## src/rtl/twin_stick_mapper_if.sv

```systemverilog
// Pad/stick bundle between hps_io and the twin-stick mapper.
// master = input source (hps_io side), slave = mapper.
interface twin_stick_mapper_if #(
  parameter int PLAYERS = 2,
  parameter int AXIS_W  = 8
);
  logic [16*PLAYERS-1:0]       joy_dig;
  logic [2*AXIS_W*PLAYERS-1:0] joy_l;
  logic [2*AXIS_W*PLAYERS-1:0] joy_r;
  logic [PLAYERS-1:0]          autofire_en;
  logic [4*PLAYERS-1:0]        run;
  logic [4*PLAYERS-1:0]        aim;
  logic [PLAYERS-1:0]          fire;
  logic [PLAYERS-1:0]          start;
  logic                        coin;

  modport master (
    output joy_dig, joy_l, joy_r, autofire_en,
    input  run, aim, fire, start, coin
  );

  modport slave (
    input  joy_dig, joy_l, joy_r, autofire_en,
    output run, aim, fire, start, coin
  );
endinterface

```

## src/rtl/twin_stick_mapper.sv

```systemverilog
// Twin-stick input conditioner for Williams-2 cores.
// Stage 1 registers all inputs, stage 2 computes and registers run/aim/fire/
// start nibbles (2-cycle latency). Analog axes use on/off hysteresis.
// Optional autofire is enabled by defining TWIN_STICK_AUTOFIRE_EN.
module twin_stick_mapper #(
  parameter int PLAYERS      = 2,
  parameter int AXIS_W       = 8,
  parameter int DEAD_ON      = 48,
  parameter int DEAD_OFF     = 32,
  parameter int COIN_CYCLES  = 600000,
  parameter int AUTOFIRE_DIV = 4
) (
  input  logic                      clk_sys,
  input  logic                      reset,
  input  logic [1:0]                mode,
  input  logic                      vblank,
  twin_stick_mapper_if.slave        bus
);
  localparam int CNT_W    = $clog2(COIN_CYCLES + 1);
  localparam int NEG_ON   = -DEAD_ON;
  localparam int NEG_OFF  = -DEAD_OFF;
  localparam logic signed [AXIS_W:0] C_ON_P  = DEAD_ON[AXIS_W:0];
  localparam logic signed [AXIS_W:0] C_OFF_P = DEAD_OFF[AXIS_W:0];
  localparam logic signed [AXIS_W:0] C_ON_N  = NEG_ON[AXIS_W:0];
  localparam logic signed [AXIS_W:0] C_OFF_N = NEG_OFF[AXIS_W:0];
  localparam logic [CNT_W-1:0]       C_COIN  = CNT_W'(COIN_CYCLES);

  // Returns {pos, neg} flags after applying hysteresis to one axis sample.
  function automatic logic [1:0] hyst(input logic [AXIS_W-1:0] raw,
                                      input logic pos, input logic neg);
    logic signed [AXIS_W:0] v;
    logic p;
    logic n;
    v = signed'({raw[AXIS_W-1], raw});
    p = pos;
    n = neg;
    if (v >= C_ON_P)       p = 1'b1;
    else if (v < C_OFF_P)  p = 1'b0;
    if (v <= C_ON_N)       n = 1'b1;
    else if (v > C_OFF_N)  n = 1'b0;
    return {p, n};
  endfunction

  // Opposing directions cancel each other.
  function automatic logic [3:0] socd(input logic [3:0] n);
    logic [3:0] o;
    o = n;
    if (n[3] && n[2]) o[3:2] = 2'b00;
    if (n[1] && n[0]) o[1:0] = 2'b00;
    return o;
  endfunction

  logic [1:0]                  r_mode;
  logic [1:0]                  r_mode_prev;
  logic                        r_vblank;
  logic                        r_vblank_prev;
  logic [16*PLAYERS-1:0]       r_joy_dig;
  logic [2*AXIS_W*PLAYERS-1:0] r_joy_l;
  logic [2*AXIS_W*PLAYERS-1:0] r_joy_r;
  logic [PLAYERS-1:0]          r_af_en;
  logic                        r_coin_prev;
  logic [CNT_W-1:0]            r_coin_cnt;
  logic                        w_mode_chg;
  logic                        w_vb_rise;
  logic                        w_coin_any;
  logic                        w_unused;

  // Stage 1: register every input.
  always_ff @(posedge clk_sys) begin
    if (reset) begin
      r_mode        <= 2'd0;
      r_mode_prev   <= 2'd0;
      r_vblank      <= 1'b0;
      r_vblank_prev <= 1'b0;
      r_joy_dig     <= '0;
      r_joy_l       <= '0;
      r_joy_r       <= '0;
      r_af_en       <= '0;
    end else begin
      r_mode        <= mode;
      r_mode_prev   <= r_mode;
      r_vblank      <= vblank;
      r_vblank_prev <= r_vblank;
      r_joy_dig     <= bus.joy_dig;
      r_joy_l       <= bus.joy_l;
      r_joy_r       <= bus.joy_r;
      r_af_en       <= bus.autofire_en;
    end
  end

  assign w_mode_chg = (r_mode != r_mode_prev);
  assign w_vb_rise  = r_vblank & ~r_vblank_prev;
  // Bits not consumed by every build configuration are folded here.
  assign w_unused   = ^{r_joy_dig, r_af_en, w_vb_rise};

  // Any player's coin bit can start the pulse.
  always_comb begin
    w_coin_any = 1'b0;
    for (int p = 0; p < PLAYERS; p++) w_coin_any = w_coin_any | r_joy_dig[16*p+6];
  end

  // Coin stretcher: rising edge loads the counter only when idle.
  always_ff @(posedge clk_sys) begin
    if (reset) begin
      r_coin_prev <= 1'b0;
      r_coin_cnt  <= '0;
    end else begin
      r_coin_prev <= w_coin_any;
      if (w_coin_any && !r_coin_prev && r_coin_cnt == '0) r_coin_cnt <= C_COIN;
      else if (r_coin_cnt != '0)                            r_coin_cnt <= r_coin_cnt - CNT_W'(1);
    end
  end

  assign bus.coin = (r_coin_cnt != '0);

  genvar gi;
  generate
    for (gi = 0; gi < PLAYERS; gi++) begin : g_player
      logic [1:0] r_lp, r_ln, r_rp, r_rn;  // bit0 = X, bit1 = Y
      logic [3:0] r_run, r_aim, r_latch;
      logic       r_fire, r_start;
      logic [1:0] w_lx, w_ly, w_rx, w_ry;  // {pos, neg}
      logic [3:0] w_dig, w_lnib, w_rnib, w_run_dig, w_run_an, w_aim_an;
      logic       w_fire_btn;

      assign w_lx = hyst(r_joy_l[2*AXIS_W*gi +: AXIS_W],          r_lp[0], r_ln[0]);
      assign w_ly = hyst(r_joy_l[2*AXIS_W*gi + AXIS_W +: AXIS_W], r_lp[1], r_ln[1]);
      assign w_rx = hyst(r_joy_r[2*AXIS_W*gi +: AXIS_W],          r_rp[0], r_rn[0]);
      assign w_ry = hyst(r_joy_r[2*AXIS_W*gi + AXIS_W +: AXIS_W], r_rp[1], r_rn[1]);

      // Nibble order {U,D,L,R}: Y neg, Y pos, X neg, X pos.
      assign w_dig      = r_joy_dig[16*gi +: 4];
      assign w_lnib     = {w_ly[0], w_ly[1], w_lx[0], w_lx[1]};
      assign w_rnib     = {w_ry[0], w_ry[1], w_rx[0], w_rx[1]};
      assign w_run_dig  = socd(w_dig);
      assign w_run_an   = socd(w_dig | w_lnib);
      assign w_aim_an   = socd(w_rnib);
      assign w_fire_btn = r_joy_dig[16*gi+4];

      // Stage 2: per-mode direction mapping, hysteresis and aim latch.
      always_ff @(posedge clk_sys) begin
        if (reset || w_mode_chg) begin
          r_lp <= '0; r_ln <= '0; r_rp <= '0; r_rn <= '0;
          r_run <= '0; r_aim <= '0; r_latch <= '0;
        end else begin
          case (r_mode)
            2'd0: begin
              r_lp <= '0; r_ln <= '0; r_rp <= '0; r_rn <= '0;
              r_run <= w_run_dig;
              r_aim <= w_run_dig;
            end
            2'd2: begin
              r_lp <= {w_ly[1], w_lx[1]};
              r_ln <= {w_ly[0], w_lx[0]};
              r_rp <= '0; r_rn <= '0;
              r_run <= w_run_an;
              if (w_run_an != 4'd0) begin
                r_latch <= w_run_an;
                r_aim   <= w_run_an;
              end else begin
                r_aim   <= r_latch;
              end
            end
            default: begin
              r_lp <= {w_ly[1], w_lx[1]};
              r_ln <= {w_ly[0], w_lx[0]};
              r_rp <= {w_ry[1], w_rx[1]};
              r_rn <= {w_ry[0], w_rx[0]};
              r_run <= w_run_an;
              r_aim <= w_aim_an;
            end
          endcase
        end
      end

      // Start is a plain delayed copy of the pad bit.
      always_ff @(posedge clk_sys) begin
        if (reset) r_start <= 1'b0;
        else       r_start <= r_joy_dig[16*gi+5];
      end

`ifdef TWIN_STICK_AUTOFIRE_EN
      localparam int DIV_W = $clog2(AUTOFIRE_DIV + 1);
      logic [DIV_W-1:0] r_af_div;
      logic             r_af_act;

      // Autofire: first press fires at once, then toggles every AUTOFIRE_DIV vblanks.
      always_ff @(posedge clk_sys) begin
        if (reset) begin
          r_fire   <= 1'b0;
          r_af_act <= 1'b0;
          r_af_div <= '0;
        end else if (r_af_en[gi] && w_fire_btn) begin
          if (!r_af_act) begin
            r_fire   <= 1'b1;
            r_af_act <= 1'b1;
            r_af_div <= '0;
          end else if (w_vb_rise) begin
            if (r_af_div == DIV_W'(AUTOFIRE_DIV - 1)) begin
              r_af_div <= '0;
              r_fire   <= ~r_fire;
            end else begin
              r_af_div <= r_af_div + DIV_W'(1);
            end
          end
        end else begin
          r_fire   <= w_fire_btn;
          r_af_act <= 1'b0;
          r_af_div <= '0;
        end
      end
`else
      // Fire is a plain delayed copy of the pad bit.
      always_ff @(posedge clk_sys) begin
        if (reset) r_fire <= 1'b0;
        else       r_fire <= w_fire_btn;
      end
`endif

      assign bus.run[4*gi +: 4] = r_run;
      assign bus.aim[4*gi +: 4] = r_aim;
      assign bus.fire[gi]       = r_fire;
      assign bus.start[gi]      = r_start;
    end
  endgenerate
endmodule

```

## src/flat_wrapper.sv

```systemverilog
// flat-port wrapper written by rule: the top's interface ports become plain ports
module twin_stick_mapper_flat 
#(
  parameter int PLAYERS      = 2,
  parameter int AXIS_W       = 8,
  parameter int DEAD_ON      = 48,
  parameter int DEAD_OFF     = 32,
  parameter int COIN_CYCLES  = 600000,
  parameter int AUTOFIRE_DIV = 4
)
  (clk_sys, reset, mode, vblank, bus_joy_dig, bus_joy_l, bus_joy_r, bus_autofire_en, bus_run, bus_aim, bus_fire, bus_start, bus_coin);
  twin_stick_mapper_if #(.PLAYERS(PLAYERS), .AXIS_W(AXIS_W)) bus_i ();
  input  logic clk_sys;
  input  logic reset;
  input  logic [1:0] mode;
  input  logic vblank;
  input wire logic [$bits(bus_i.joy_dig)-1:0] bus_joy_dig;
  input wire logic [$bits(bus_i.joy_l)-1:0] bus_joy_l;
  input wire logic [$bits(bus_i.joy_r)-1:0] bus_joy_r;
  input wire logic [$bits(bus_i.autofire_en)-1:0] bus_autofire_en;
  output wire logic [$bits(bus_i.run)-1:0] bus_run;
  output wire logic [$bits(bus_i.aim)-1:0] bus_aim;
  output wire logic [$bits(bus_i.fire)-1:0] bus_fire;
  output wire logic [$bits(bus_i.start)-1:0] bus_start;
  output wire logic [$bits(bus_i.coin)-1:0] bus_coin;
  assign bus_i.joy_dig = bus_joy_dig;
  assign bus_i.joy_l = bus_joy_l;
  assign bus_i.joy_r = bus_joy_r;
  assign bus_i.autofire_en = bus_autofire_en;
  assign bus_run = bus_i.run;
  assign bus_aim = bus_i.aim;
  assign bus_fire = bus_i.fire;
  assign bus_start = bus_i.start;
  assign bus_coin = bus_i.coin;
  twin_stick_mapper #(.PLAYERS(PLAYERS), .AXIS_W(AXIS_W), .DEAD_ON(DEAD_ON), .DEAD_OFF(DEAD_OFF), .COIN_CYCLES(COIN_CYCLES), .AUTOFIRE_DIV(AUTOFIRE_DIV)) u_core (.clk_sys(clk_sys), .reset(reset), .mode(mode), .vblank(vblank), .bus(bus_i));
endmodule
```

## config.mk

```make
export PLATFORM = sky130hd
export DESIGN_NAME = twin_stick_mapper_flat
export DESIGN_NICKNAME = d
export VERILOG_FILES = /design/src/rtl/twin_stick_mapper_if.sv /design/src/rtl/twin_stick_mapper.sv /design/src/flat_wrapper.sv
export SDC_FILE = /design/constraint.sdc
export NUM_CORES = 1
export LEC_CHECK = 0
export ABC_AREA = 1
export CAP_MARGIN = 5
export CORE_UTILIZATION = 50
export CTS_CLUSTER_DIAMETER = 40
export CTS_CLUSTER_SIZE = 14
export DETAILED_ROUTE_END_ITERATION = 12
export HOLD_SLACK_MARGIN = 0.03
export PLACE_DENSITY = 0.79
export SLEW_MARGIN = 0
export SYNTH_ARGS = -nofsm -noshare
export SYNTH_HDL_FRONTEND = slang
export SYNTH_SLANG_ARGS = --single-unit
```

## constraint.sdc

```tcl
create_clock -name clk_sys -period 2 [get_ports clk_sys]
set_input_delay 0.4 -clock clk_sys [delete_from_list [all_inputs] [get_ports clk_sys]]
set_output_delay 0.4 -clock clk_sys [all_outputs]
set_load 0.01 [all_outputs]
```

==> flow_summary.json <==
{
  "cts.path.max_buffers": 2,
  "ant_nets": 0,
  "path_buf_inv": 2,
  "cp.required_ns": 1.60,
  "die_h_um": 108.3,
  "crit_path_top_delay_cell": "dfxtp_1",
  "p_int_w": 0.006351,
  "min_path_type": "in -> reg",
  "yosys_warnings": 0,
  "min_period_over_period": 0.9275,
  "overflow": 0,
  "ios": 124,
  "track_usage": 0.2119,
  "start_util": 0.5162,
  "wl_per_cell_um": 11.15,
  "synth-seq-cells": 147,
  "yosysSeqAreaShare": 0.5213,
  "timing.fmax_mhz": 539.1,
  "cp-end-kind": "output pin",
  "synth_fp_nets": 865,
  "fp.dieW_um": 108.3,
  "sw_frac_of_total": 0.3051,
  "first_pass_iters": 4,
  "clock_skew_ns": 0.01078,
  "drive_above_1_share": 0.07850,
  "pre_cts_ws_ns": 0.04023,
  "grt_pass1_wl_mm": 19.13,
  "htreeDepth": 4,
  "hold_violations": 0,
  "ir_drop_uv": 983.7,
  "final_common_cell": "inv_1",
  "antenna_found_initial": 0,
  "area_growth_syn_to_layout_pct": 33.00,
  "final_cell_mix": "inv_1, nor2_1, dfxtp_1, nand2_1, clkdlybuf4s50_1",
  "p_seq_frac": 0.375,
  "drc": 0,
  "hpwl_mm": 7.847,
  "critPathKind": "reg -> out",
  "drt_iter0_markers": 184,
  "via_count": 4627,
  "power.density_nw_per_um2": 1217,
  "comb_power_share": 0.261,
  "cp_data_arrival_time_ns": 1.46,
  "placed_area_um2": 6804,
  "n_antenna_cell": 0,
  "gp_congestion": 0.8675,
  "switchingPower_w": 0.002788,
  "wl_mm": 11.36,
  "worst_slack_ns": 0.1449,
  "core_area_um2": 10940,
  "slew_headroom": 0.6288,
  "first_global_vias": 4509,
  "power_leakage_nw": 3.644,
  "grt_max_degree": 55,
  "clkTransAtPathRegs_ns": 0.06,
  "num-nets-final": 978,
  "rsz0062_at_grt": "true",
  "clk_latency_ns": 0.42,
  "p_total_w": 0.009139,
  "clkPwrFrac": 0.365,
  "design.die.area_um2": 11720,
  "avgSynthCellArea_um2": 7.497,
  "synth_area_um2": 5645,
  "crit_fanout": 5,
  "period_needed_ns": 1.855,
  "netlist_instances": 753,
  "outcome": "finished clean",
  "max_stage_delay_ns": 0.31,
  "cts_root_buffer": "clkbuf_16",
  "fin_area_um2": 7508,
  "synth_cell_types": 29,
  "cts_hold_buf": 0,
  "setup_viol": 0,
  "worstPathCellList": "inv_1 -> ha_1 -> nand2_2 -> nor2_4 -> nand4_2 -> clkbuf_2",
  "cp_top_family": "flip-flops",
  "hold_ws_ns": 0.3541,
  "via_per_inst": 4.541,
  "rows": 38,
  "cts.sinks": 147,
  "cts_tree": "done",
  "cap_viol_max_count": 0,
  "numCtsBuffers": 17,
  "cp-start-kind": "flop",
  "tightest_slew_ns": 0.5547,
  "portBuffers": 102,
  "drv_slew": 0
}
-- state kept, by name (all words and copies together), names as in the netlist --
register                 cells
u_core.g_player.r_lp         4
u_core.g_player.r_rn         4
u_core.r_mode                2
u_core.r_mode_prev           2
u_core.g_player.r_run        8
u_core.g_player.r_ln         4
u_core.r_joy_l              32
u_core.g_player.r_fire       2
u_core.r_coin_prev           1
u_core.g_player.r_rp         4
u_core.g_player.r_start      2
u_core.r_coin_cnt           20
u_core.g_player.r_latch      8
u_core.g_player.r_aim        8
u_core.r_joy_r              32
u_core.r_joy_dig            14
-- cells in the mapped netlist (all sizes together) --
library cell | n | share of area
nor2 | 171 | 0.12
inv | 170 | 0.11
dfxtp | 147 | 0.52
nand2 | 111 | 0.076
a21oi | 27 | 0.024
o21ai | 25 | 0.022
nand3 | 21 | 0.019
clkbuf | 12 | 0.0080
buf | 9 | 0.014
ha | 9 | 0.020
xor2 | 8 | 0.012
a31oi | 7 | 0.0078
o211ai | 7 | 0.0093
o22ai | 7 | 0.0078
nor4 | 6 | 0.0066
nor3 | 5 | 0.0064
nand4 | 4 | 0.0055
o21bai | 4 | 0.0053
xnor2 | 2 | 0.0031
nand3b | 1 | 0.0013
-- tightest hold or removal path: stages --
cell and delay (ns):
buf_4 0.12, inv_1 0.10, nand2_1 0.08, nor2_1 0.03
-- power by group through the flow --
stage	combinational [W]	clock (W)	sequential, W
after floorplan	0.00168	0	0.00344
after global placement	0.00227	0	0.00347
after detailed placement	0.00232	0	0.00347
after CTS	0.00236	0.00337	0.00342
after global routing	0.00275	0.00352	0.00346
final	0.00238	0.00333	0.00342
-- routing by layer --
layer | global-route usage | vias to the layer above | part of all wire
met4 | 0.08687 | 0 | 0.015
met3 | 0.07535 | 15 | 0.054
met5 | 0 | - | 0
li1 | - | 2475 | -
met1 | 0.2315 | 2046 | 0.44
met2 | 0.3722 | 91 | 0.49
-- per-stage QoR --
stage               utilization  setup TNS [ns]  cells
floorplan                     -               0    753
CTS                      0.6803               0   1019
global route             0.6866        -0.03998   1019
finish                   0.6866               0   1019
detailed placement       0.6222               0    986
global placement         0.6222               0    986
-- timing repair --
item / in CTS / in global routing
pin swaps: 1 / 8
setup buffers: 1 / 0
endpoints found under the setup margin: 1 / 17
gates resized for setup: 3 / 16
-- final cells by class --
cell class                 count  area [um2]
multi-input combinational    415        2012
inverter                     170       638.1
clock inverter                12       178.9
sequential                   147        2943
timing repair buffer         115        1115
tap                          140       175.2
clock buffer                  20       446.7
fill                         906        3427
-- cells by family after synthesis --
group,Yosys count,share of synthesized area
xor gates and xnor gates,10,0.01552
DFF,147,0.5213
buffers and inverters,191,0.1352
AOI/OAI and AO/OA,77,0.07624
adders and majority gates,9,0.01995
and+or+nand+nor,319,0.2318
-- final timing paths --
check        depth (start not counted)                           to  slack [ns]            startpoint
max                                  6                     bus_coin        0.14  u_core.r_coin_cnt[0]
min                                  4        u_core.r_coin_cnt[16]        0.35                 reset
max reg2reg                         11  u_core.g_player[0].r_aim[1]        0.16     u_core.r_joy_l[0]
min reg2reg                          2   u_core.g_player[1].r_start        0.41  u_core.r_joy_dig[21]
(Power assumes the default switching activity.)
